`config.mk`:
```
export PLATFORM = sky130hd
export DESIGN_NAME = nn_job_dispatcher
export DESIGN_NICKNAME = d
export VERILOG_FILES = /design/src/rtl/nn_job_dispatcher.sv
export SDC_FILE = /design/constraint.sdc
export NUM_CORES = 1
export LEC_CHECK = 0
export BUFFER_PORTS_ARGS = -buffer_cell sky130_fd_sc_hd__buf_2
export CAP_MARGIN = 20
export CORE_UTILIZATION = 31
export CTS_BUF_LIST = sky130_fd_sc_hd__clkbuf_8 sky130_fd_sc_hd__clkbuf_16
export CTS_CLUSTER_SIZE = 24
export DETAILED_ROUTE_END_ITERATION = 16
export HOLD_SLACK_MARGIN = 0.06
export PLACE_DENSITY = 0.57
export SYNTH_ARGS = -nofsm -noshare
export SYNTH_HDL_FRONTEND = slang
export SYNTH_SLANG_ARGS = --single-unit
export TNS_END_PERCENT = 30
```
`constraint.sdc`:
```
create_clock -name clk_i -period 3.9 [get_ports clk_i]
set_clock_uncertainty 0.2 [all_clocks]
set_input_delay 0.39 -clock clk_i [delete_from_list [all_inputs] [get_ports clk_i]]
set_output_delay 0.39 -clock clk_i [all_outputs]
set_load 0.02 [all_outputs]
```
`src/rtl/nn_job_dispatcher.sv`:
```
// Initiator-side job dispatcher for the neuron engine: packs four serial words
// into x1..x4, pulses start, waits for done (with watchdog) and returns the result.
`timescale 1ns/1ps
module nn_job_dispatcher #(
  parameter int unsigned N       = 32,
  parameter int unsigned TIMEOUT = 1024
) (
  input  logic         clk_i,
  input  logic         rst_ni,
  input  logic         in_valid_i,
  input  logic [N-1:0] in_data_i,
  output logic         in_ready_o,
  output logic         nn_start_o,
  output logic [N-1:0] nn_x1_o,
  output logic [N-1:0] nn_x2_o,
  output logic [N-1:0] nn_x3_o,
  output logic [N-1:0] nn_x4_o,
  input  logic         nn_done_i,
  input  logic [N-1:0] nn_out_i,
  output logic         res_valid_o,
  output logic [N-1:0] res_data_o,
  output logic         res_timeout_o,
  input  logic         res_ready_i,
  output logic         busy_o
);

  localparam int unsigned TW = $clog2(TIMEOUT + 1);

  typedef enum logic [1:0] {
    S_COLLECT = 2'd0,
    S_START   = 2'd1,
    S_WAIT    = 2'd2,
    S_RESULT  = 2'd3
  } state_e;

  state_e        state_q;
  logic [1:0]    idx_q;
  logic [TW-1:0] timer_q;
  logic [TW-1:0] timer_d;
  logic          in_ready_q;
  logic          nn_start_q;
  logic [N-1:0]  x1_q, x2_q, x3_q, x4_q;
  logic          res_valid_q;
  logic [N-1:0]  res_data_q;
  logic          res_timeout_q;
  logic          busy_q;
  logic          accept_c;

  assign accept_c = in_valid_i & in_ready_q;
  // Expiry is judged on the incremented count, so the result appears
  // TIMEOUT cycles after the start pulse.
  assign timer_d  = timer_q + TW'(1);

  always_ff @(posedge clk_i or negedge rst_ni) begin
    if (!rst_ni) begin
      state_q       <= S_COLLECT;
      idx_q         <= 2'd0;
      timer_q       <= '0;
      in_ready_q    <= 1'b0;
      nn_start_q    <= 1'b0;
      x1_q          <= '0;
      x2_q          <= '0;
      x3_q          <= '0;
      x4_q          <= '0;
      res_valid_q   <= 1'b0;
      res_data_q    <= '0;
      res_timeout_q <= 1'b0;
      busy_q        <= 1'b0;
    end else begin
      unique case (state_q)
        S_COLLECT: begin
          in_ready_q <= 1'b1;
          if (accept_c) begin
            unique case (idx_q)
              2'd0:    x1_q <= in_data_i;
              2'd1:    x2_q <= in_data_i;
              2'd2:    x3_q <= in_data_i;
              default: x4_q <= in_data_i;
            endcase
            idx_q <= idx_q + 2'd1;
            if (idx_q == 2'd3) begin
              state_q    <= S_START;
              in_ready_q <= 1'b0;
              nn_start_q <= 1'b1;
              busy_q     <= 1'b1;
            end
          end
        end
        // Any done seen here belongs to a previous job and is dropped.
        S_START: begin
          nn_start_q <= 1'b0;
          timer_q    <= '0;
          state_q    <= S_WAIT;
        end
        S_WAIT: begin
          timer_q <= timer_d;
          if (nn_done_i) begin
            res_data_q    <= nn_out_i;
            res_timeout_q <= 1'b0;
            res_valid_q   <= 1'b1;
            state_q       <= S_RESULT;
          end else if (timer_d == TW'(TIMEOUT - 1)) begin
            res_data_q    <= '0;
            res_timeout_q <= 1'b1;
            res_valid_q   <= 1'b1;
            state_q       <= S_RESULT;
          end
        end
        S_RESULT: begin
          if (res_ready_i) begin
            res_valid_q <= 1'b0;
            idx_q       <= 2'd0;
            in_ready_q  <= 1'b1;
            busy_q      <= 1'b0;
            state_q     <= S_COLLECT;
          end
        end
        default: state_q <= S_COLLECT;
      endcase
    end
  end

  assign in_ready_o    = in_ready_q;
  assign nn_start_o    = nn_start_q;
  assign nn_x1_o       = x1_q;
  assign nn_x2_o       = x2_q;
  assign nn_x3_o       = x3_q;
  assign nn_x4_o       = x4_q;
  assign res_valid_o   = res_valid_q;
  assign res_data_o    = res_data_q;
  assign res_timeout_o = res_timeout_q;
  assign busy_o        = busy_q;

endmodule

```
Word level (Yosys, flattened, before mapping)
Cells that the tools add are included.
Word-level totals
  output and inout port bits: 165
  input port bits: 69
  register bits after elaboration: 180
Cells by class
  bitwise gates (word level): 2
  $add $sub $neg: 2
  reduce and logical (&&, ||, !) cells: 19
  eq/ne operators: 11
  multiplexer cells: 24
Operators by type and width (number)
  $mux W32: 2
  $pmux W11 S2: 1
  $reduce_and A3 Y1: 7
  $mux W2: 6
  $add A11 B1 Y11 const B: 1
  $eq A11 B10 Y1 const B: 1
  $reduce_bool A2 Y1: 5
  $mux W1: 9
  $eq A2 B2 Y1 const B: 4
  $pmux W1 S2: 4
  $pmux W2 S4: 1
  $reduce_and A4 Y1: 2
  $ne A2 B2 Y1 const B: 3
  $eq A2 B1 Y1 const B: 2
  $logic_not A2 Y1: 2
  $pmux W2 S2: 1
  $reduce_and A2 Y1: 2
  $ne A3 B3 Y1 const B: 1
  $reduce_or A3 Y1: 1
  $add A2 B1 Y2 const B: 1
  $and A1 B1 Y1: 1
  $not A1 Y1: 1

Logic depth before layout (Yosys ltp)
  depth after elaboration: 5
  depth in mapped cells: 9

Worst setup path before layout
OpenSTA, ideal clock, no wires.
  path kind: reg2reg
  from: register timer_q[0]
  to: register res_valid_q, in the netlist res_valid_o
  slack: 1.570 ns
  period minus slack after synthesis: 2.330 ns
  stages on the path, launching flop included: 6
  data required time: 3.596 ns
  library setup time: 0.104 ns
  arrival time: 2.026 ns
  cells stage by stage: dfrtp_1 ha_1 or4b_4 o211a_4 or3_4 o311ai_1
Between the ends
  cells in the longest elaborated chain, start to end: 4
Ends and longest elaborated chain
  start, declared: RTL line 38  | logic [TW-1:0] timer_q;
  start signal, assigned: RTL line 96  | timer_q <= timer_d;
  $add A11 B1 Y11: RTL line 52  | assign timer_d = timer_q + TW'(1);
  $eq A11 B10 Y1: RTL line 102  | end else if (timer_d == TW'(TIMEOUT - 1)) begin
  $ne A3 B3 Y1 (no source line)
  $reduce_and A3 Y1 (no source line)
  end signal, assigned: RTL line 100  | res_valid_q <= 1'b1;
  end signal, assigned: RTL line 105  | res_valid_q <= 1'b1;
  end signal, assigned: RTL line 111  | res_valid_q <= 1'b0;
  end, declared: RTL line 43  | logic res_valid_q;
No other way between the ends.
A chain may end at the register's enable or synchronous reset.

Final worst setup path
  from: register state_q[0]
  to: register x3_q[23], in the netlist nn_x3_o[23]
Between the ends
  cells in the longest elaborated chain, start to end: 2
Ends and longest elaborated chain
  start, declared: RTL line 36  | state_e state_q;
  start signal, assigned: RTL line 56  | state_q <= S_COLLECT;
  start signal, assigned: RTL line 82  | state_q <= S_START;
  start signal, assigned: RTL line 93  | state_q <= S_WAIT;
  $logic_not A2 Y1: RTL line 70  | unique case (state_q)
  $reduce_and A3 Y1 (no source line)
  end signal, assigned: RTL line 77  | 2'd2: x3_q <= in_data_i;
  end, declared: RTL line 42  | logic [N-1:0] x1_q, x2_q, x3_q, x4_q;
No other way between the ends.

==> results.sh <==
export IMPL_outcome="finished clean"
export IMPL_synthesis_instances=562
export IMPL_syn_avg_cell_area_um2=13.2
export IMPL_sequential_to_total_area_share_from_yosys_stat_pct=60.8
export IMPL_most_common_library_cell_in_the_layout_ignoring_fill_and_taps="sky130_fd_sc_hd__buf_2"
export IMPL_antenna_violating_nets_post_route=0
export IMPL_post_synth_num_cell_types=43
export IMPL_fin_util_pct=43.8
export IMPL_grt_max_degree=103
export IMPL_most_area_consuming_cells_after_synthesis="sky130_fd_sc_hd__dfrtp_1, sky130_fd_sc_hd__mux2_2, sky130_fd_sc_hd__a22oi_1, sky130_fd_sc_hd__o21ai_0, sky130_fd_sc_hd__inv_1"
export IMPL_overflow=0
export IMPL_power_share_sequential_pct=36.3
export IMPL_initial_utilization_pct=31.5
export IMPL_power_per_cell_area_nw_per_um2=825
export IMPL_layout_common_cells="sky130_fd_sc_hd__buf_2, sky130_fd_sc_hd__dfrtp_1, sky130_fd_sc_hd__mux2_2, sky130_fd_sc_hd__dlygate4sd3_1, sky130_fd_sc_hd__inv_1"
export IMPL_first_global_vias=5439
export IMPL_yosys_area_top_type="sky130_fd_sc_hd__dfrtp_1"
export IMPL_peakVddDrop_mv=0.311
export IMPL_fp_coreArea_um2=23500
export IMPL_io_pins=234
export IMPL_report_power_total_mw=8.48
export IMPL_timing_final_crit_period_ns=2.91
export IMPL_totalNegativeSetupSlack_ns=0
export IMPL_cts_hold_buffers=66
export IMPL_postPlaceCellArea_um2=8960
export IMPL_transition_time_of_the_tightest_slew_check_pin_ns=0.945
export IMPL_fp_dieArea_um2=24500
export IMPL_rr_startpoint="state_q[0]"
export IMPL_grt_pass1_wl_mm=28.6
export IMPL_clk_transition_reported_paths_ns=0.07
export IMPL_worstHoldStart="nn_done_i"
export IMPL_post_cts_resized_instances=0
export IMPL_place_congestion=0.744
export IMPL_syn_area_um2=7400
export IMPL_max_clock_path_buffers=2
export IMPL_synth_enable_flop_cells=0
export IMPL_data_required_time_at_the_worst_endpoint_ns=4.00
export IMPL_postSynth_asyncResetShare_pct=100
export IMPL_critical_path_buf_inv_count=2
export IMPL_maxCapViolCount=0
export IMPL_wl_per_cell_um=15.0
export IMPL_fin_worst_hold_slack_ns=0.0937
export IMPL_cts_buffers_inserted=17
export IMPL_detail_route_vias_per_cell=4.58
export IMPL_reg2reg_depth=6
export IMPL_floorplan_die_width_um=157
export IMPL_grt_use_total_pct=14.9
export IMPL_initial_antenna_violation_count=0
export IMPL_timing_critical_path_slowest_cell_delay_ns=0.64
export IMPL_critical_path_max_fanout=32
export IMPL_hold_viol=0
export IMPL_area_growth_syn_to_layout_pct=38.7
export IMPL_wirelength_mm=17.9
export IMPL_worst_skew_pair_late_latency_ns=0.42
export IMPL_ys_seq_elements=180
export IMPL_syn_num_nets=641
export IMPL_path_delay_family="simple AND/OR/NAND/NOR gates"
export IMPL_post_route_cells_drive_above_1_share_pct=47.3
export IMPL_tritoncts="done"
export IMPL_cp_cell_sequence="inv_1, ha_1, inv_1, nor2_1, nand2_2, mux2_2"
export IMPL_count_of_vias_placed_by_the_detailed_router=5465
export IMPL_ys_dominant_reg_cell="sky130_fd_sc_hd__dfrtp_1"
export IMPL_firstDrtPassIters=4
export IMPL_worst_slew_margin_relative_to_its_limit_pct=36.8
export IMPL_yosys_warnings=0
export IMPL_power_frac_comb_pct=41.3
export IMPL_worst_endpoint_arrival_ns=3.01
export IMPL_total_leakage_power_nw=5.05
export IMPL_first_iter_violations=250
export IMPL_p_sw_share_pct=38.8
export IMPL_p_switching_mw=3.29
export IMPL_cp_end_kind="register"
export IMPL_regToRegEndpoint="nn_x3_o[23]"
export IMPL_startpoint_type="register"
export IMPL_design_final_nets=940
export IMPL_cts_setup_buffers=0
export IMPL_worst_hold_path_num_cells=3
export IMPL_report_final_slew_viol_count=0
export IMPL_min_path_type="input port to register"
export IMPL_die_h_um=157
export IMPL_antennaDiodeCount=0
export IMPL_maximum_achievable_frequency_ghz=0.344
export IMPL_cts_max_level=4
export IMPL_num_rows=56
export IMPL_power_report_internal_total_mw=5.19
export IMPL_rsz0062_at_grt="no"
export IMPL_post_dp_hpwl_mm=11.8
export IMPL_final_cell_area_um2=10300
export IMPL_setup_slack_on_the_worst_flop_to_flop_path_ns=0.99
export IMPL_cts_sinks=180
export IMPL_min_period_over_period_pct=74.6
export IMPL_hold_path_end="res_timeout_o"
export IMPL_crit_type="register to register"
export IMPL_route_detailed_drc=0
export IMPL_pwr_share_clk_pct=22.3
export IMPL_synth_largest_type_area_fraction_pct=60.8
export IMPL_final_setup_viol_count=0
export IMPL_timing_critical_path_slowest_stage_cell="sky130_fd_sc_hd__nand2_2"
export IMPL_numPortBuffers=233
export IMPL_timing_critical_path_mode_cell="sky130_fd_sc_hd__inv_1"
export IMPL_clk_root_buffer_cell="sky130_fd_sc_hd__clkbuf_16"
[cell usage after synthesis, types with 4 or more instances]
| library cell | number |
|---|---|
| sky130_fd_sc_hd__nand3_1 | 8 |
| sky130_fd_sc_hd__mux2_2 | 128 |
| sky130_fd_sc_hd__inv_1 | 41 |
| sky130_fd_sc_hd__clkbuf_1 | 13 |
| sky130_fd_sc_hd__nand2_1 | 27 |
| sky130_fd_sc_hd__ha_1 | 10 |
| sky130_fd_sc_hd__mux2i_1 | 4 |
| sky130_fd_sc_hd__o31ai_1 | 4 |
| sky130_fd_sc_hd__o21ai_0 | 39 |
| sky130_fd_sc_hd__buf_1 | 11 |
| sky130_fd_sc_hd__a21oi_1 | 8 |
| sky130_fd_sc_hd__a22oi_1 | 32 |
| sky130_fd_sc_hd__nor2_1 | 11 |
| sky130_fd_sc_hd__dfrtp_1 | 180 |
[power by group through the flow]
| stage | clock (mW) | sequential, mW | combinational (mW) |
|---|---|---|---|
| floorplan | 0 | 4.06 | 1.28 |
| global placement | 0 | 3.10 | 3.45 |
| detailed placement | 0 | 3.12 | 3.49 |
| CTS | 1.95 | 3.09 | 3.54 |
| global route | 2.02 | 3.20 | 3.80 |
| finish | 1.89 | 3.08 | 3.50 |
[worst max path at each step]
stage,startpoint,to,slack [ns],cells past startpoint
finish,state_q[0],nn_x3_o[23],0.99,6
global route,state_q[1],nn_x4_o[29],0.70,6
CTS,state_q[1],nn_x3_o[23],0.92,6
detailed placement,state_q[0],nn_x3_o[23],0.94,6
global placement,state_q[0],nn_x3_o[17],1.05,6
floorplan,timer_q[0],res_valid_o,1.57,5
[layer usage]
layer | global-route usage [%] | routed length [um] | up-vias
li1 | - | - | 2599
met1 | 18.3 | 7990 | 2702
met2 | 25.7 | 8840 | 150
met3 | 3.90 | 921 | 14
met4 | 4.34 | 187 | 0
met5 | 0 | 0 | -
[tightest hold or removal path, stage by stage]
cell and delay [ns]:
sky130_fd_sc_hd__buf_2 0.11, sky130_fd_sc_hd__nand2_1 0.07, sky130_fd_sc_hd__o21a_1 0.10
[stage by stage]
| stage | cells | setup slack, ns |
|---|---|---|
| after floorplan | 562 | 1.57 |
| after global placement | 1095 | 1.05 |
| after detailed placement | 1095 | 0.939 |
| after CTS | 1193 | 0.924 |
| after global routing | 1193 | 0.697 |
| final | 1193 | 0.991 |
[cell type report]
cell class              instances  area (um2)
well taps                     319         399
clock buffers                  17         425
flip-flops and latches        180        4500
multi-input cells             312        2640
fillers                      2178       13200
clock inverters                15         228
inverters                      42         158
repair buffers                308        1910
[state kept, by name, summed over array words and instances, names as in the netlist]
| register | count |
|---|---|
| state_q | 2 |
| timer_q | 11 |
| nn_x2_o | 32 |
| nn_x3_o | 32 |
| idx_q | 2 |
| res_data_o | 32 |
| busy_o | 1 |
| in_ready_o | 1 |
| nn_x1_o | 32 |
| nn_start_o | 1 |
| nn_x4_o | 32 |
| res_valid_o | 1 |
| res_timeout_o | 1 |
[cell families (layout without fill, tap and decap cells)]
family,count (synthesis),count (layout),share of synthesized area (%)
AOI/OAI and AO/OA,109,109,9.89
xor gates and xnor gates,1,1,0.118
adders and majority gates,10,10,1.69
buffers and inverters,70,382,3.62
DFF,180,180,60.8
muxes,132,132,20.0
and+or+nand+nor,60,60,3.84
Power figures use the tool's default switching activity.
